$ cat src/rtl/bomb_manager.sv
// bomb_manager: bomb slot controller for the bomberman datapath.
// Arms bombs on player drops, times fuse/flame, mirrors slots to object RAM.
module bomb_manager #(
  parameter int NUM_PLAYERS  = 2,
  parameter int NUM_BOMBS    = 4,
  parameter int OBJ_BASE     = 3,
  parameter int FUSE_FRAMES  = 120,
  parameter int FLAME_FRAMES = 30
) (
  input  logic                     clk,
  input  logic                     reset_n,
  input  logic                     iVS,
  input  logic [NUM_PLAYERS-1:0]   iDrop,
  input  logic [9*NUM_PLAYERS-1:0] iPos,
  output logic [3:0]               oObjRam_addr,
  output logic [12:0]              oObjRam_data,
  output logic                     oObjRam_we,
  output logic [NUM_BOMBS-1:0]     oExplode,
  output logic                     oFull
);

  localparam int TMAX =
    (FUSE_FRAMES > FLAME_FRAMES) ? FUSE_FRAMES : FLAME_FRAMES;
  localparam int TW = $clog2(TMAX + 1);
  localparam int IW = $clog2(NUM_BOMBS + 1);

  typedef enum logic [1:0] {
    S_IDLE,
    S_ARMED,
    S_FLAME
  } slot_e;

  typedef enum logic {
    W_IDLE,
    W_WRITE
  } wr_e;

  logic                   last_vs;
  logic                   frame_syn;
  logic [7:0]             cnt;
  logic                   upd;
  logic [NUM_PLAYERS-1:0] pending;

  slot_e                  st   [NUM_BOMBS];
  slot_e                  st_n [NUM_BOMBS];
  logic [TW-1:0]          tm   [NUM_BOMBS];
  logic [TW-1:0]          tm_n [NUM_BOMBS];
  logic [4:0]             sx   [NUM_BOMBS];
  logic [4:0]             sx_n [NUM_BOMBS];
  logic [3:0]             sy   [NUM_BOMBS];
  logic [3:0]             sy_n [NUM_BOMBS];
  logic [NUM_BOMBS-1:0]   expl_n;
  logic                   full_n;
  logic                   hit;
  logic                   done;
  logic [4:0]             px;
  logic [3:0]             py;

  wr_e                    wst;
  wr_e                    wst_n;
  logic [IW-1:0]          idx;
  logic [IW-1:0]          idx_n;
  logic                   we_n;
  logic [3:0]             addr_n;
  logic [12:0]            data_n;
  logic [12:0]            slot_data;

  assign frame_syn = last_vs & ~iVS;
  assign upd       = (cnt == 8'd1);

  // Frame tick detection and saturating in-frame cycle counter.
  always_ff @(posedge clk or negedge reset_n) begin
    if (!reset_n) begin
      last_vs <= 1'b0;
      cnt     <= '0;
    end else begin
      last_vs <= iVS;
      if (frame_syn)
        cnt <= '0;
      else if (cnt != 8'hFF)
        cnt <= cnt + 8'd1;
    end
  end

  // Next slot state: age timers, then allocate pending drops in player order.
  always_comb begin
    st_n   = st;
    tm_n   = tm;
    sx_n   = sx;
    sy_n   = sy;
    expl_n = '0;
    full_n = 1'b1;
    hit    = 1'b0;
    done   = 1'b0;
    px     = '0;
    py     = '0;
    for (int i = 0; i < NUM_BOMBS; i++) begin
      case (st[i])
        S_ARMED: begin
          if (tm[i] == TW'(1)) begin
            st_n[i]   = S_FLAME;
            tm_n[i]   = TW'(FLAME_FRAMES);
            expl_n[i] = 1'b1;
          end else begin
            tm_n[i] = tm[i] - TW'(1);
          end
        end
        S_FLAME: begin
          if (tm[i] == TW'(1)) begin
            st_n[i] = S_IDLE;
            tm_n[i] = '0;
          end else begin
            tm_n[i] = tm[i] - TW'(1);
          end
        end
        default: ;
      endcase
    end
    for (int p = 0; p < NUM_PLAYERS; p++) begin
      if (pending[p]) begin
        px   = iPos[9*p+4 +: 5];
        py   = iPos[9*p +: 4];
        hit  = 1'b0;
        done = 1'b0;
        for (int i = 0; i < NUM_BOMBS; i++) begin
          if (st_n[i] != S_IDLE &&
              sx_n[i] == px && sy_n[i] == py)
            hit = 1'b1;
        end
        for (int i = 0; i < NUM_BOMBS; i++) begin
          if (!hit && !done && st_n[i] == S_IDLE) begin
            st_n[i] = S_ARMED;
            tm_n[i] = TW'(FUSE_FRAMES);
            sx_n[i] = px;
            sy_n[i] = py;
            done    = 1'b1;
          end
        end
      end
    end
    for (int i = 0; i < NUM_BOMBS; i++) begin
      if (st_n[i] == S_IDLE)
        full_n = 1'b0;
    end
  end

  // Slot registers, sticky drop requests and status outputs.
  always_ff @(posedge clk or negedge reset_n) begin
    if (!reset_n) begin
      for (int i = 0; i < NUM_BOMBS; i++) begin
        st[i] <= S_IDLE;
        tm[i] <= '0;
        sx[i] <= '0;
        sy[i] <= '0;
      end
      pending  <= '0;
      oExplode <= '0;
      oFull    <= 1'b0;
    end else begin
      pending  <= (upd ? '0 : pending) | iDrop;
      oExplode <= upd ? expl_n : '0;
      if (upd) begin
        for (int i = 0; i < NUM_BOMBS; i++) begin
          st[i] <= st_n[i];
          tm[i] <= tm_n[i];
          sx[i] <= sx_n[i];
          sy[i] <= sy_n[i];
        end
        oFull <= full_n;
      end
    end
  end

  // Object entry for the slot currently addressed by the writer.
  always_comb begin
    slot_data = '0;
    for (int i = 0; i < NUM_BOMBS; i++) begin
      if (idx == IW'(i)) begin
        case (st[i])
          S_ARMED: slot_data = {1'b1, 3'd2, sx[i], sy[i]};
          S_FLAME: slot_data = {1'b1, 3'd3, sx[i], sy[i]};
          default: slot_data = '0;
        endcase
      end
    end
  end

  // Writer next state: one burst of NUM_BOMBS writes per frame.
  always_comb begin
    wst_n  = wst;
    idx_n  = idx;
    we_n   = 1'b0;
    addr_n = oObjRam_addr;
    data_n = oObjRam_data;
    unique case (wst)
      W_IDLE: begin
        if (cnt == 8'd16) begin
          wst_n = W_WRITE;
          idx_n = '0;
        end
      end
      W_WRITE: begin
        if (idx == IW'(NUM_BOMBS)) begin
          wst_n = W_IDLE;
        end else begin
          we_n   = 1'b1;
          addr_n = 4'(OBJ_BASE) + 4'(idx);
          data_n = slot_data;
          idx_n  = idx + IW'(1);
        end
      end
    endcase
  end

  // Writer state and registered RAM port.
  always_ff @(posedge clk or negedge reset_n) begin
    if (!reset_n) begin
      wst          <= W_IDLE;
      idx          <= '0;
      oObjRam_we   <= 1'b0;
      oObjRam_addr <= '0;
      oObjRam_data <= '0;
    end else begin
      wst          <= wst_n;
      idx          <= idx_n;
      oObjRam_we   <= we_n;
      oObjRam_addr <= addr_n;
      oObjRam_data <= data_n;
    end
  end

endmodule

$ cat config.mk
export PLATFORM = sky130hd
export DESIGN_NAME = bomb_manager
export DESIGN_NICKNAME = d
export VERILOG_FILES = /design/src/rtl/bomb_manager.sv
export SDC_FILE = /design/constraint.sdc
export NUM_CORES = 1
export LEC_CHECK = 0
export BUFFER_PORTS_ARGS = -buffer_cell sky130_fd_sc_hd__buf_2
export CAP_MARGIN = 5
export CORE_MARGIN = 2
export CORE_UTILIZATION = 30
export CTS_BUF_LIST = sky130_fd_sc_hd__clkbuf_8
export DETAILED_ROUTE_END_ITERATION = 12
export HOLD_SLACK_MARGIN = 0.12
export MAX_ROUTING_LAYER = met4
export REMOVE_ABC_BUFFERS = 1
export SLEW_MARGIN = 10
export SYNTH_ARGS = -nofsm -noshare
export SYNTH_HDL_FRONTEND = slang
export SYNTH_SLANG_ARGS = --single-unit
$ cat constraint.sdc
create_clock -name clk -period 10.5 [get_ports clk]
set_input_delay 0.525 -clock clk [delete_from_list [all_inputs] [get_ports clk]]
set_output_delay 0.525 -clock clk [all_outputs]
set_load 0.02 [all_outputs]
After elaboration in Yosys (flattened, before gate mapping)

Index checks and enable logic that the tools add are counted.
W data, S select, Z words.

Logic and storage cells: 254
Register bits after elaboration: 110
Input port bits: 23
Output and inout port bits: 23

Add/subtract/negate cells: 7
Reductions and logical operators: 62
Bitwise gates (word level): 5
Equal/unequal tests: 37
Muxes and demuxes: 117

Operators by type and width:

| kind                  | count |
|---|---|
| $mux W7               | 16 |
| $pmux W13 S2          | 4 |
| $mux W28              | 2 |
| $pmux W7 S2           | 4 |
| $mux W13              | 4 |
| $eq A5 B5 Y1          | 8 |
| $mux W20              | 2 |
| $mux W5               | 8 |
| $mux W1               | 37 |
| $mux W4               | 9 |
| $mux W2               | 17 |
| $eq A4 B4 Y1          | 8 |
| $mux W16              | 2 |
| $mux W8               | 4 |
| $logic_and A1 B1 Y1   | 30 |
| $eq A7 B1 Y1 const B  | 4 |
| $sub A7 B1 Y7 const B | 4 |
| $logic_not A2 Y1      | 12 |
| $reduce_bool A2 Y1    | 9 |
| $pmux W2 S2           | 4 |
| $add A8 B1 Y8 const B | 1 |
| $eq A2 B1 Y1 const B  | 4 |
| $eq A2 B2 Y1 const B  | 4 |
| $eq A8 B1 Y1 const B  | 1 |
| other kinds (17)      | 30 |

Depth between registers and ports, before layout

Gate-level depths: netlist of the first run.

Word-level depth: 62
Gate-level depth with buffers: 17

Least setup slack after synthesis of the first run

No wires, ideal clock.

Path kind: reg-to-reg
From: reg tm[22] (netlist name)
To: reg sx[5] (netlist name)
Library setup time: 0.123 ns
Slack: 6.848 ns
Arrival time: 3.529 ns
Period minus slack after synthesis: 3.652 ns
Stages on the path, launching flop included: 17
Cells stage by stage: dfrtp_1 -> inv_1 -> ha_1 -> or4b_4 -> or2_0 -> buf_2 -> a22oi_4 -> nor3b_2 -> and3_1 -> buf_6 -> o31ai_2 -> a211oi_2 -> a21bo_2 -> or4_4 -> buf_6 -> buf_6 -> o221a_1

Cells in the longest elaborated chain, start to end: 49
Elaborated cells on any way between the ends: 87
Those cells by class: 9 x eq/ne; 40 x mux; 38 x reduce/logical

RTL lines:

| item                              | line     | RTL |
|---|---|---|
| from (decl)                       | 46       | `logic [TW-1:0] tm [NUM_BOMBS];` |
| from (signal, indexed assignment) | 165      | `tm[i] <= tm_n[i];` |
| $eq A7 B1 Y1 *                    | 100, 109 |  |
| $mux W2, on equally long branches | 109, 100 |  |
| $pmux W2 S2 *                     | 98       | `case (st[i])` |
| $reduce_bool A2 Y1                | 126      | `if (st_n[i] != S_IDLE &&` |
| $logic_and A1 B1 Y1               | 126      |  |
| $logic_and A1 B1 Y1               | 127      | `sx_n[i] == px && sy_n[i] == py)` |
| $mux W1 (4 in series)             | 126      |  |
| $mux W1                           | 120      | `if (pending[p]) begin` |
| (+28 left out)                    | -        |  |
| $logic_not A1 Y1                  | 131      | `if (!hit && !done && st_n[i] == S_IDLE) begin` |
| $logic_and A1 B1 Y1 (2 in series) | 131      |  |
| $mux W1                           | 131      |  |
| $mux W1                           | 120      |  |
| $logic_not A1 Y1                  | 131      |  |
| $logic_and A1 B1 Y1 (2 in series) | 131      |  |
| $mux W5                           | 131      |  |
| $mux W20 *                        | 120      |  |
| to (signal, indexed assignment)   | 166      | `sx[i] <= sx_n[i];` |
| to (decl)                         | 48       | `logic [4:0] sx [NUM_BOMBS];` |

Mark *: on every way between the ends. The rest lies on a longest branch, timed or not. The select of a mux whose other input is x is not followed.
A chain may end at the register's enable or synchronous reset.

Final worst setup path of the first run

From: reg st[0] (netlist name)
To: reg sx[13] (netlist name)

Cells in the longest elaborated chain, start to end: 40
Elaborated cells on any way between the ends: 79
Those cells by class: 10 x eq/ne; 35 x mux; 34 x reduce/logical

RTL lines:

| item                                       | line | RTL |
|---|---|---|
| from (decl)                                | 44   | `slot_e st [NUM_BOMBS];` |
| from (signal, indexed assignment)          | 164  | `st[i] <= st_n[i];` |
| $eq A2 B2 Y1, or another cell as far along | 98   |  |
| $pmux W2 S2 *                              | 98   |  |
| $reduce_bool A2 Y1                         | 126  |  |
| $logic_and A1 B1 Y1                        | 126  |  |
| $logic_and A1 B1 Y1                        | 127  |  |
| $mux W1                                    | 126  |  |
| $mux W1                                    | 120  |  |
| $logic_not A1 Y1                           | 131  |  |
| (+23 left out)                             | -    |  |
| $logic_not A1 Y1                           | 131  |  |
| $logic_and A1 B1 Y1                        | 131  |  |
| $mux W1                                    | 131  |  |
| $mux W1                                    | 120  |  |
| $logic_not A1 Y1                           | 131  |  |
| $logic_and A1 B1 Y1 (2 in series)          | 131  |  |
| $mux W5                                    | 131  |  |
| $mux W20 *                                 | 120  |  |

Marked as above.

==> impl_results.md, run 1 <==
* FF-to-FF End: sx[13]
* Tmin final at 4840 ps
* Worst R2R Path Depth at 13
* Critical Path RT at 10820 ps
* Setup TNS at 0 ps
* FF-to-FF setup slack at 5660 ps
* Cells after synthesis at 921
* FFs w/ async S/R, synth at 1.00
* Vias in the first global route at 6748
* TritonCTS Sinks at 108
* PwrDens at 232 mW/mm^2
* H-tree levels at 3
* Mean post-synth cell area at 8.41 um^2
* # port buffers at 44
* Total CTS buffers at 9
* Initial antenna violation count at 0
* Nets at 971
* Met3 usage at 0.0246
* Via density per instance at 5.65
* Main flop type after synthesis: dfrtp_1
* Ant diodes at 0
* Count leader, synth: dfrtp_1
* Endpoints failing hold at 0
* GRT Util Overall at 0.184
* Status: finished clean
* CP Class: reg -> reg
* Pin count of the biggest net entering global routing at 62
* Die Area at 0.0271 mm^2
* Core Box Area at 0.0253 mm^2
* Initial DRT Pass Iterations at 5
* Final WL at 23900 um
* Final worst slack at 5660 ps
* Cells after DPL at 1240
* Crit path depth at 13
* Cell variety after synth at 76
* Max_slew headroom at 0.258
* Crit path buf inv count at 1
* Worst setup SP type: register
* Row count at 58
* DP HPWL at 17000 um
* Max VDD drop at 0.124 mV
* YS warnings at 0
* Critical Path Source: st[0]
* # fillers at 2653
* First-pass GRT wire length at 37800 um
* Initial core utilization at 0.307
* Io pins at 46
* Most used cell, CP: a41oi_1
* Worst-margin pin slew at 1110 ps
* RSZ-0062 raised after global routing: no
* Final Instance Count excl. Fillers at 1256
* Clock Path Buffers at 2
* Final Instance Area at 0.00838 mm^2
* Synth cell count leaders: dfrtp_1, nor2_1, nand2_1
* P_int at 1.03 mW
* Drt wl/cell at 19.0 um
* HP Class: in -> async
* Max-cap violations at 0
* Sequential Power Share at 0.357
* Post-DP Area at 0.00816 mm^2
* Die width at 165 um
* Crit-path cells: inv_1 > ha_1 > o31a_1 > a41oi_1 > and2_1 > nor2_1 > nand4bb_1 > nand4_1 > o21ai_0 > a41oi_1 > nand2_1 > a21oi_1 > a2bb2oi_1
* RR Startpoint: st[0]
* Routability cong. at 0.992
* CP top delay family: compound AO/OA/AOI/OAI gates
* Period utilization at 0.461
* Reported leakage power at 3.48 nW
* Setup Viol. Count Final at 0
* Area leader, netlist: dfrtp_1
* CTS root buf: clkbuf_8
* GRT Max-Usage Layer: met2
* Cell area after synthesis at 0.00774 mm^2
* Skew-Pair Late Insertion Delay at 400 ps
* #FFs+latches synth at 108
* Postcts setup bufs at 0
* Sw frac at 0.471
* Synth top area cells: dfrtp_1, a21oi_1, xnor2_1
* Largest stage delay, worst path at 900 ps
* Pins Over Slew Limit at 0
* Register area share after synthesis at 0.349
* Clock power frac at 0.147
* Via count at 7099
* Met2 Usage GRT at 0.289
* Slowest CP cell: a21oi_1
* Grt ovf at 0
* Crit. End Element: register
* Die H at 165 um
* Critical Path Sink: sx[13]
* Share of cells above drive strength 1 at 0.106
* Yosys top cell area share at 0.349
* DRC viols at 0
* CTS tree: built
* Post-route ant nets at 0
* Worst Skew at 15.4 ps
* Max FO, Critical Path at 15
* Final Power at 1.95 mW
* Initial DRC count at 595
* Achievable Freq at 0.206 GHz
* Post-CTS Resized at 0
* Combinational group share of total power at 0.496
* Met1 Use GR at 0.242
* Synth-to-layout area growth at 8.23%
* Hold_buf cts at 0
* Post-Place Worst Slack at 5780 ps
* Worst Path Arrival at 5170 ps
* Switching power total at 917 uW
* Clock Pin Slew Worst Setup and Hold Paths at 110 ps
* Post-synth EDFFs at 0
-- flip-flops by register name, summed over array words and instances (netlist names), 4 cells and up --
signal / count
cnt: 8
oExplode: 4
oObjRam_addr: 4
oObjRam_data: 11
st: 8
sx: 20
sy: 16
tm: 28
-- layer usage --
layer,vias up,wire length [um],share of wire
met5,-,0,0
met4,0,701,0.029
met3,55,1210,0.051
met2,231,11200,0.47
met1,3448,10800,0.45
li1,3365,-,-
-- power groups by stage --
stage | combinational [mW] | clock [mW] | sequential, mW
finish | 0.966 | 0.286 | 0.695
global route | 1.08 | 0.314 | 0.711
CTS | 0.963 | 0.300 | 0.691
detailed placement | 0.962 | 0 | 0.698
global placement | 0.950 | 0 | 0.698
floorplan | 0.645 | 0 | 0.672
-- kinds of logic (layout without fill, tap and decap cells) --
logic type,count (synthesis),after routing,share of synthesized area
other,1,1,0.000484
DFF,108,108,0.349
buffers and inverters,106,111,0.0562
muxes,5,5,0.00663
adders and majority gates,27,27,0.0436
and+or+nand+nor,319,319,0.213
AOI/OAI and AO/OA,284,284,0.251
xor gates and xnor gates,71,71,0.0803
-- per-stage QoR --
step | util | hold slack (ps)
2_1_floorplan | - | 229
3_3_place_gp | 0.323 | 459
3_5_place_dp | 0.323 | 468
4_1_cts | 0.332 | 137
5_1_grt | 0.332 | 184
6_report | 0.332 | 125
-- layout by cell type, fill, tap and decap left out, types with 5 or more instances in the layout --
cell type | netlist | layout
nor2b_1 | 9 | 9
nand2_1 | 75 | 75
o22ai_1 | 30 | 30
and3_1 | 9 | 9
a31oi_1 | 10 | 10
a21oi_1 | 71 | 71
nand4_1 | 18 | 18
and2_1 | 8 | 8
clkbuf_8 | 0 | 10
o211ai_1 | 6 | 6
buf_4 | 3 | 6
ha_1 | 27 | 27
or2_2 | 5 | 5
buf_2 | 3 | 43
o2111ai_1 | 5 | 5
nor3_1 | 24 | 24
a21o_1 | 9 | 9
nor2_1 | 77 | 77
or3_1 | 8 | 8
nand3_1 | 28 | 28
o221a_1 | 6 | 6
a22oi_1 | 10 | 10
o21ba_2 | 9 | 9
o31ai_1 | 7 | 7
a2bb2oi_1 | 10 | 10
or4_1 | 13 | 13
inv_1 | 46 | 46
nor4_1 | 13 | 13
dfrtp_1 | 108 | 108
o311ai_0 | 7 | 7
xnor2_1 | 40 | 40
a2111oi_0 | 5 | 5
o21ai_0 | 51 | 51
xor2_1 | 31 | 31
nand2b_1 | 13 | 13
-- worst reg2reg max path: cells and delay by family (launching register included) --
family                     cells  cell delay (ps)
AOI/OAI and AO/OA              6             2270
and+or+nand+nor                5             1590
DFF                            1              430
adders and majority gates      1              430
buffers and inverters          1               80
-- worst min path at each step --
stage | cells after the start | end | startpoint | slack [ps]
floorplan | 0 | cnt[0] | reset_n | 230
global placement | 2 | oObjRam_addr[0] | oObjRam_addr[0] | 460
detailed placement | 2 | oObjRam_data[9] | oObjRam_data[9] | 470
CTS | 1 | oExplode[0] | reset_n | 140
global route | 1 | oExplode[0] | reset_n | 180
finish | 1 | oExplode[0] | reset_n | 130
-- layout make-up --
cell class,instances,area [um^2],share of cell area
tap,330,413,0.0493
clock inverter,6,82.6,0.00986
timing repair buffer,49,260,0.0311
multi-input combinational,707,4610,0.550
sequential,108,2700,0.323
inverter,46,173,0.0206
clock buffer,10,138,0.0164
Power figures use the tool's default switching activity.
==> run 2: changes to the inputs <==
clock period = 4.1 ns   (was 10.5 ns; I/O delays follow)
==> impl_results.md, run 2 (same netlist as run 1, synthesis figures left out) <==
* Clock Path Buffers at 2 (unchanged)
* Most frequent cells in the layout: dfrtp_1, nor2_1, nand2_1, a21oi_1, o21ai_0
* Die Area at 0.0271 mm^2 (unchanged)
* TritonCTS Sinks at 108 (unchanged)
* Worst Skew at 25.7 ps (+10.3 ps)
* Worst-margin pin slew at 979 ps (-132 ps)
* Io pins at 46 (unchanged)
* Crit path buf inv count at 2 (+1)
* Initial DRT Pass Iterations at 5 (unchanged)
* Max-cap violations at 0 (unchanged)
* Commonest non-fill, non-tap cell in the layout: dfrtp_1
* CP top delay family: simple AND/OR/NAND/NOR gates
* Post-route ant nets at 0 (unchanged)
* Die H at 165 um (unchanged)
* Skew-Pair Late Insertion Delay at 400 ps (about the same)
* Status: finished clean
* Achievable Freq at 0.255 GHz (+24%)
* Worst setup SP type: register
* # fillers at 2668 (+0.57%)
* Vias in the first global route at 6898 (+2.2%)
* Initial antenna violation count at 0 (unchanged)
* Pin count of the biggest net entering global routing at 61 (-1.6%)
* Period utilization at 0.957 (+0.495)
* Ant diodes at 0 (unchanged)
* CP Class: reg -> reg
* Area of the multi-input gates at 0.00465 mm^2 (+0.76%)
* Crit. End Element: register
* Clock Pin Slew Worst Setup and Hold Paths at 110 ps (about the same)
* Endpoints failing hold at 0 (unchanged)
* CTS root buf: clkbuf_8
* Final WL at 24900 um (+4.3%)
* Die width at 165 um (unchanged)
* First-pass GRT wire length at 39100 um (+3.6%)
* Routability cong. at 1.00 (+1.1%)
* Setup Viol. Count Final at 0 (unchanged)
* Crit-path cells: inv_1 > ha_1 > or4b_1 > o31ai_4 > and2_1 > buf_4 > o21a_1 > nand3_1 > mux2i_1 > nor4_2 > a41oi_1 > nand2_2 > or4_1 > o211ai_1
* Pins Over Slew Limit at 0 (unchanged)
* Max_slew headroom at 0.346 (+0.0884)
* Synth-to-layout area growth at 13.0%
* Critical Path RT at 4400 ps (-6420 ps)
* H-tree levels at 3 (unchanged)
* Total CTS buffers at 9 (unchanged)
* Largest Register: tm
* HP Class: in -> reg
* Max FO, Critical Path at 9 (-6)
* Grt ovf at 0 (unchanged)
* Final Instance Count excl. Fillers at 1302 (+3.7%)
* Worst Path Arrival at 4220 ps (-950 ps)
* Flip-flop count of the largest register after layout at 28 (unchanged)
* Biggest regs: tm: 28 flops, sx: 20 flops, sy: 16 flops
* Via density per instance at 5.60 (-0.90%)
* Initial DRC count at 582 (-2.2%)
* Metal2 WL at 11400 um (+1.7%)
* Post-Place Worst Slack at 141 ps (-5640 ps)
* Nets at 1017 (+4.7%)
* Drt wl/cell at 19.1 um (+0.63%)
* Worst hold slack at 203 ps (+77.5 ps)
* CTS tree: built
* PwrDens at 585 mW/mm^2 (+150%)
* DRC viols at 0 (unchanged)
* # port buffers at 44 (unchanged)
* DP HPWL at 18000 um (+6.2%)
* Tmin final at 3920 ps (-922 ps)
* Cells after DPL at 1279 (+3.1%)
* Final worst slack at 178 ps (-5480 ps)
* Met1 wire length at 11300 um (+4.7%)
* Row count at 58 (unchanged)
* Share of cells above drive strength 1 at 0.151 (+0.0454)
* Register area at 0.00270 mm^2 (unchanged)
* Via count at 7293 (+2.7%)
* Slowest CP cell: or4_1
* Uppermost layer routed: met4
* GRT Util Overall at 0.191 (+0.00684)
* Max VDD drop at 0.246 mV (+99%)
* Initial core utilization at 0.307 (unchanged)
* Core Box Area at 0.0253 mm^2 (unchanged)
* Largest stage delay, worst path at 570 ps (-330 ps)
* Reported leakage power at 3.69 nW (+6.2%)
* Met3 wire len at 1420 um (+17%)
run 2: cell types whose count changed in the layout (fill, tap and decap cells not counted), sizes merged:
cell / previous run / this run
clkbuf: 10 / 9
buf: 49 / 91
clkinvlp: 1 / 2
bufinv: 1 / 0
clkinv: 2 / 3
dlygate4sd3: 0 / 4
run 2: report_power, final:
| group | switching, mW | internal, mW | leakage [nW] |
|---|---|---|---|
| Combinational | 1.60 | 1.07 | 2.33 |
| Sequential | 0.397 | 1.37 | 1.27 |
| Clock | 0.440 | 0.241 | 0.0950 |
run 2: final timing paths:
| path | startpoint | endpoint | slack, ps | cells after the start |
|---|---|---|---|---|
| setup / recovery | tm[1] | sy[1] | 180 | 14 |
| hold / removal | iPos[15] | sx[12] | 200 | 3 |
| setup reg to reg | tm[1] | sy[1] | 180 | 14 |
| hold reg to reg | oObjRam_data[4] | oObjRam_data[4] | 490 | 2 |
| max in group asynchronous | reset_n | st[3] | 2840 | 3 |
| min in group asynchronous | reset_n | sy[13] | 350 | 2 |
run 2: tightest hold or removal path, stage by stage:
cell	delay, ps
buf_2	160
o22ai_1	120
a2bb2oi_1	80
run 2: area by class of cell:
class                           instances  share of cell area
Tap cell                              330              0.0472
Multi-Input combinational cell        707               0.531
Timing Repair Buffer                   95              0.0703
Sequential cell                       108               0.309
Clock buffer                            9              0.0142
Inverter                               46              0.0197
Clock inverter                          7             0.00901
run 2: timing repair:
item,4_1_cts,5_1_grt
buffers inserted,0,3
hold buffers,4,0
hold endpoints to repair,45,0
setup endpoints to repair,0,52
resized for setup,0,11
run 2: per-layer routing:
layer,GRT usage,vias to the layer above
met4,0.0755,0
met5,-,-
met3,0.0246,57
met2,0.296,257
li1,-,3454
met1,0.253,3525
run 2: through the flow:
stage | utilization | power, mW | area (um^2) | TNS [ps]
after global routing | 0.347 | 5.51 | 8750 | -10.7
after global placement | 0.335 | 4.36 | 8450 | 0
final | 0.347 | 5.12 | 8750 | 0
after CTS | 0.344 | 5.08 | 8690 | 0
after detailed placement | 0.335 | 4.38 | 8450 | 0
after floorplan | - | 3.37 | 7480 | -41690
==> run 3: changes to the inputs <==
ABC_AREA = 1   (was unset)
==> impl_results.md, run 3 <==
* Initial DRT Pass Iterations at 5 (unchanged)
* Main flop type after synthesis: dfrtp_1
* Via count at 8341 (+14%)
* Clock Path Buffers at 2 (unchanged)
* Synth-to-layout area growth at 9.86%
* Ant diodes at 0 (unchanged)
* TritonCTS Sinks at 108 (unchanged)
* Setup Viol. Count Final at 0 (unchanged)
* Reported leakage power at 4.54 nW (+23%)
* Pins Over Slew Limit at 0 (unchanged)
* DRC viols at 0 (unchanged)
* Area leader, netlist: dfrtp_1
* Initial antenna violation count at 0 (unchanged)
* Pin count of the biggest net entering global routing at 87 (+43%)
* Cells after synthesis at 1240 (+35%)
* Most frequent cells in the layout: nand2_1, nand3_1, inv_1, dfrtp_1, nor2_1
* Die Area at 0.0295 mm^2 (+8.9%)
* Grt ovf at 0 (unchanged)
* Tmin final at 3790 ps (-133 ps)
* Total CTS buffers at 9 (unchanged)
* Crit. End Element: register
* Mean post-synth cell area at 6.82 um^2 (-19%)
* Synth cell count leaders: nand2_1, nand3_1, inv_1
* Worst setup SP type: register
* Count leader, synth: nand2_1
* Max-cap violations at 0 (unchanged)
* RSZ-0062 raised after global routing: yes
* Final Instance Area at 0.00928 mm^2 (+6.1%)
* Post-synth EDFFs at 0 (unchanged)
* Die width at 172 um (+4.4%)
* Biggest regs: tm: 28 flops, sx: 20 flops, sy: 16 flops
* Via density per instance at 5.04 (-10%)
* Drt wl/cell at 16.1 um (-16%)
* FFs w/ async S/R, synth at 1.00 (unchanged)
* Clock Pin Slew Worst Setup and Hold Paths at 110 ps (about the same)
* Post-Place Worst Slack at 311 ps (+170 ps)
* Final worst slack at 311 ps (+133 ps)
* CTS root buf: clkbuf_8
* Final WL at 26700 um (+7.2%)
* Flip-flop count of the largest register after layout at 28 (unchanged)
* Row count at 61 (+5.2%)
* Max_slew headroom at 0.325 (-0.0210)
* Worst Path Arrival at 4040 ps (-180 ps)
* First-pass GRT wire length at 42300 um (+8.1%)
* Vias in the first global route at 7910 (+15%)
* Max FO, Critical Path at 13 (+4)
* Io pins at 46 (unchanged)
* CP Class: reg -> reg
* Post-DP Area at 0.00898 mm^2 (+6.2%)
* Yosys top cell area share at 0.320 (-0.0293)
* Initial core utilization at 0.304 (-0.00240)
* Commonest non-fill, non-tap cell in the layout: nand2_1
* Post-route ant nets at 0 (unchanged)
* Nets at 1324 (+30%)
* Worst Skew at 12.9 ps (-12.8 ps)
* Period utilization at 0.924 (-0.0325)
* Cell area after synthesis at 0.00845 mm^2 (+9.1%)
* Register area share after synthesis at 0.320 (-0.0293)
* Status: finished clean
* Largest Register: tm
* Share of cells above drive strength 1 at 0.124 (-0.0268)
* Fin util at 0.334 (-0.0124)
* Setup TNS at 0 ps (unchanged)
* HP Class: in -> reg
* PwrDens at 703 mW/mm^2 (+20%)
* DP HPWL at 19100 um (+5.8%)
* Core Box Area at 0.0278 mm^2 (+10%)
* FF-to-FF setup slack at 310 ps (+130 ps)
* Worst-margin pin slew at 1010 ps (+33.6 ps)
* H-tree levels at 3 (unchanged)
* Achievable Freq at 0.264 GHz (+3.5%)
* Skew-Pair Late Insertion Delay at 400 ps (about the same)
* # fillers at 3116 (+17%)
* #FFs+latches synth at 108 (unchanged)
* Routability cong. at 0.954 (-4.9%)
* Critical Path RT at 4350 ps (-50 ps)
* # port buffers at 44 (unchanged)
* YS warnings at 0 (unchanged)
* CTS tree: built
* GRT Util Overall at 0.188 (-0.00253)
* Cell variety after synth at 51 (-33%)
* Synth top area cells: dfrtp_1, nand2_1, nand3_1
* Die H at 172 um (+4.4%)
* Endpoints failing hold at 0 (unchanged)
* Initial DRC count at 593 (+1.9%)
* Max VDD drop at 0.296 mV (+20%)
[run 3: cell count changes after synthesis, moves of 14 or more]
cell,change
nand3_1,+125
nand2_1,+300
nor3_1,-15
xor2_1,-20
nor2_1,+14
a31oi_1,+14
nand2_2,+22
xnor2_1,-24
inv_1,+80
clkbuf_1,-29
a21oi_1,-36
[run 3: critical path, stage by stage (launching register included)]
cell	delay, ps
dfrtp_1	440
inv_1	90
ha_1	190
or2_2	330
nand2_2	90
nand2_2	80
nand2_1	80
nand2_1	80
nand2_1	90
nand2_2	110
nor2_8	270
nand3_2	230
buf_4	200
nand2_1	50
nand3_1	60
nand2_1	70
nor2_1	40
nand3_1	90
nor2_2	70
nor2_8	240
nand3_2	140
inv_4	170
nand2_4	160
nand2_2	150
o22ai_1	80
[run 3: final cells by class]
class                           count  area, um^2  area share
Sequential cell                   108        2700       0.291
Clock buffer                        9         124      0.0133
Timing Repair Buffer               70         428      0.0461
Multi-Input combinational cell    954        5020       0.540
Clock inverter                      6        46.3     0.00499
Tap cell                          378         473      0.0509
Inverter                          131         494      0.0532
[run 3: kinds of logic (layout without fill, tap and decap cells)]
| group | Yosys count | in the layout | share of synthesized area |
|---|---|---|---|
| xor+xnor | 27 | 27 | 0.0280 |
| compound gates | 178 | 178 | 0.122 |
| buf+inv | 181 | 216 | 0.0951 |
| fa+ha+maj | 27 | 27 | 0.0400 |
| flops | 108 | 108 | 0.320 |
| other cells | 1 | 1 | 0.000444 |
| simple gates | 718 | 721 | 0.395 |
[run 3: metrics by stage]
step / hold slack, ps / power, mW / std cells
finish: 193 / 6.53 / 1656
global route: 181 / 7.18 / 1656
CTS: 173 / 6.42 / 1649
detailed placement: 211 / 5.75 / 1630
global placement: 219 / 5.73 / 1630
floorplan: -90.6 / 4.60 / 1190
[run 3: timing repair]
action,4_1_cts,5_1_grt
buffers inserted,0,4
endpoints found under the hold margin,39,0
hold buffers,4,0
resized for setup,0,6
endpoints found under the setup margin,0,58
[run 3: power breakdown]
group	total, mW	switching, mW	internal, mW
Combinational	4.07	2.69	1.38
Sequential	1.82	0.368	1.45
Clock	0.640	0.416	0.224
Total	6.53	3.48	3.05
[run 3: worst paths after layout]
| kind | from | endpoint | cells past startpoint |
|---|---|---|---|
| setup / recovery | st[2] | tm[7] | 24 |
| hold / removal | iPos[15] | sx[2] | 3 |
| setup reg to reg | st[2] | tm[7] | 24 |
| hold reg to reg | cnt[3] | cnt[4] | 1 |
| max in group asynchronous | reset_n | sy[1] | 3 |
| min in group asynchronous | reset_n | cnt[6] | 2 |
[run 3: metal layers]
| metal | share of wire | wire [um] | track usage |
|---|---|---|---|
| met4 | 0.017 | 465 | 0.0442 |
| met1 | 0.46 | 12400 | 0.245 |
| met2 | 0.47 | 12500 | 0.314 |
| met5 | 0 | 0 | - |
| met3 | 0.052 | 1390 | 0.0207 |
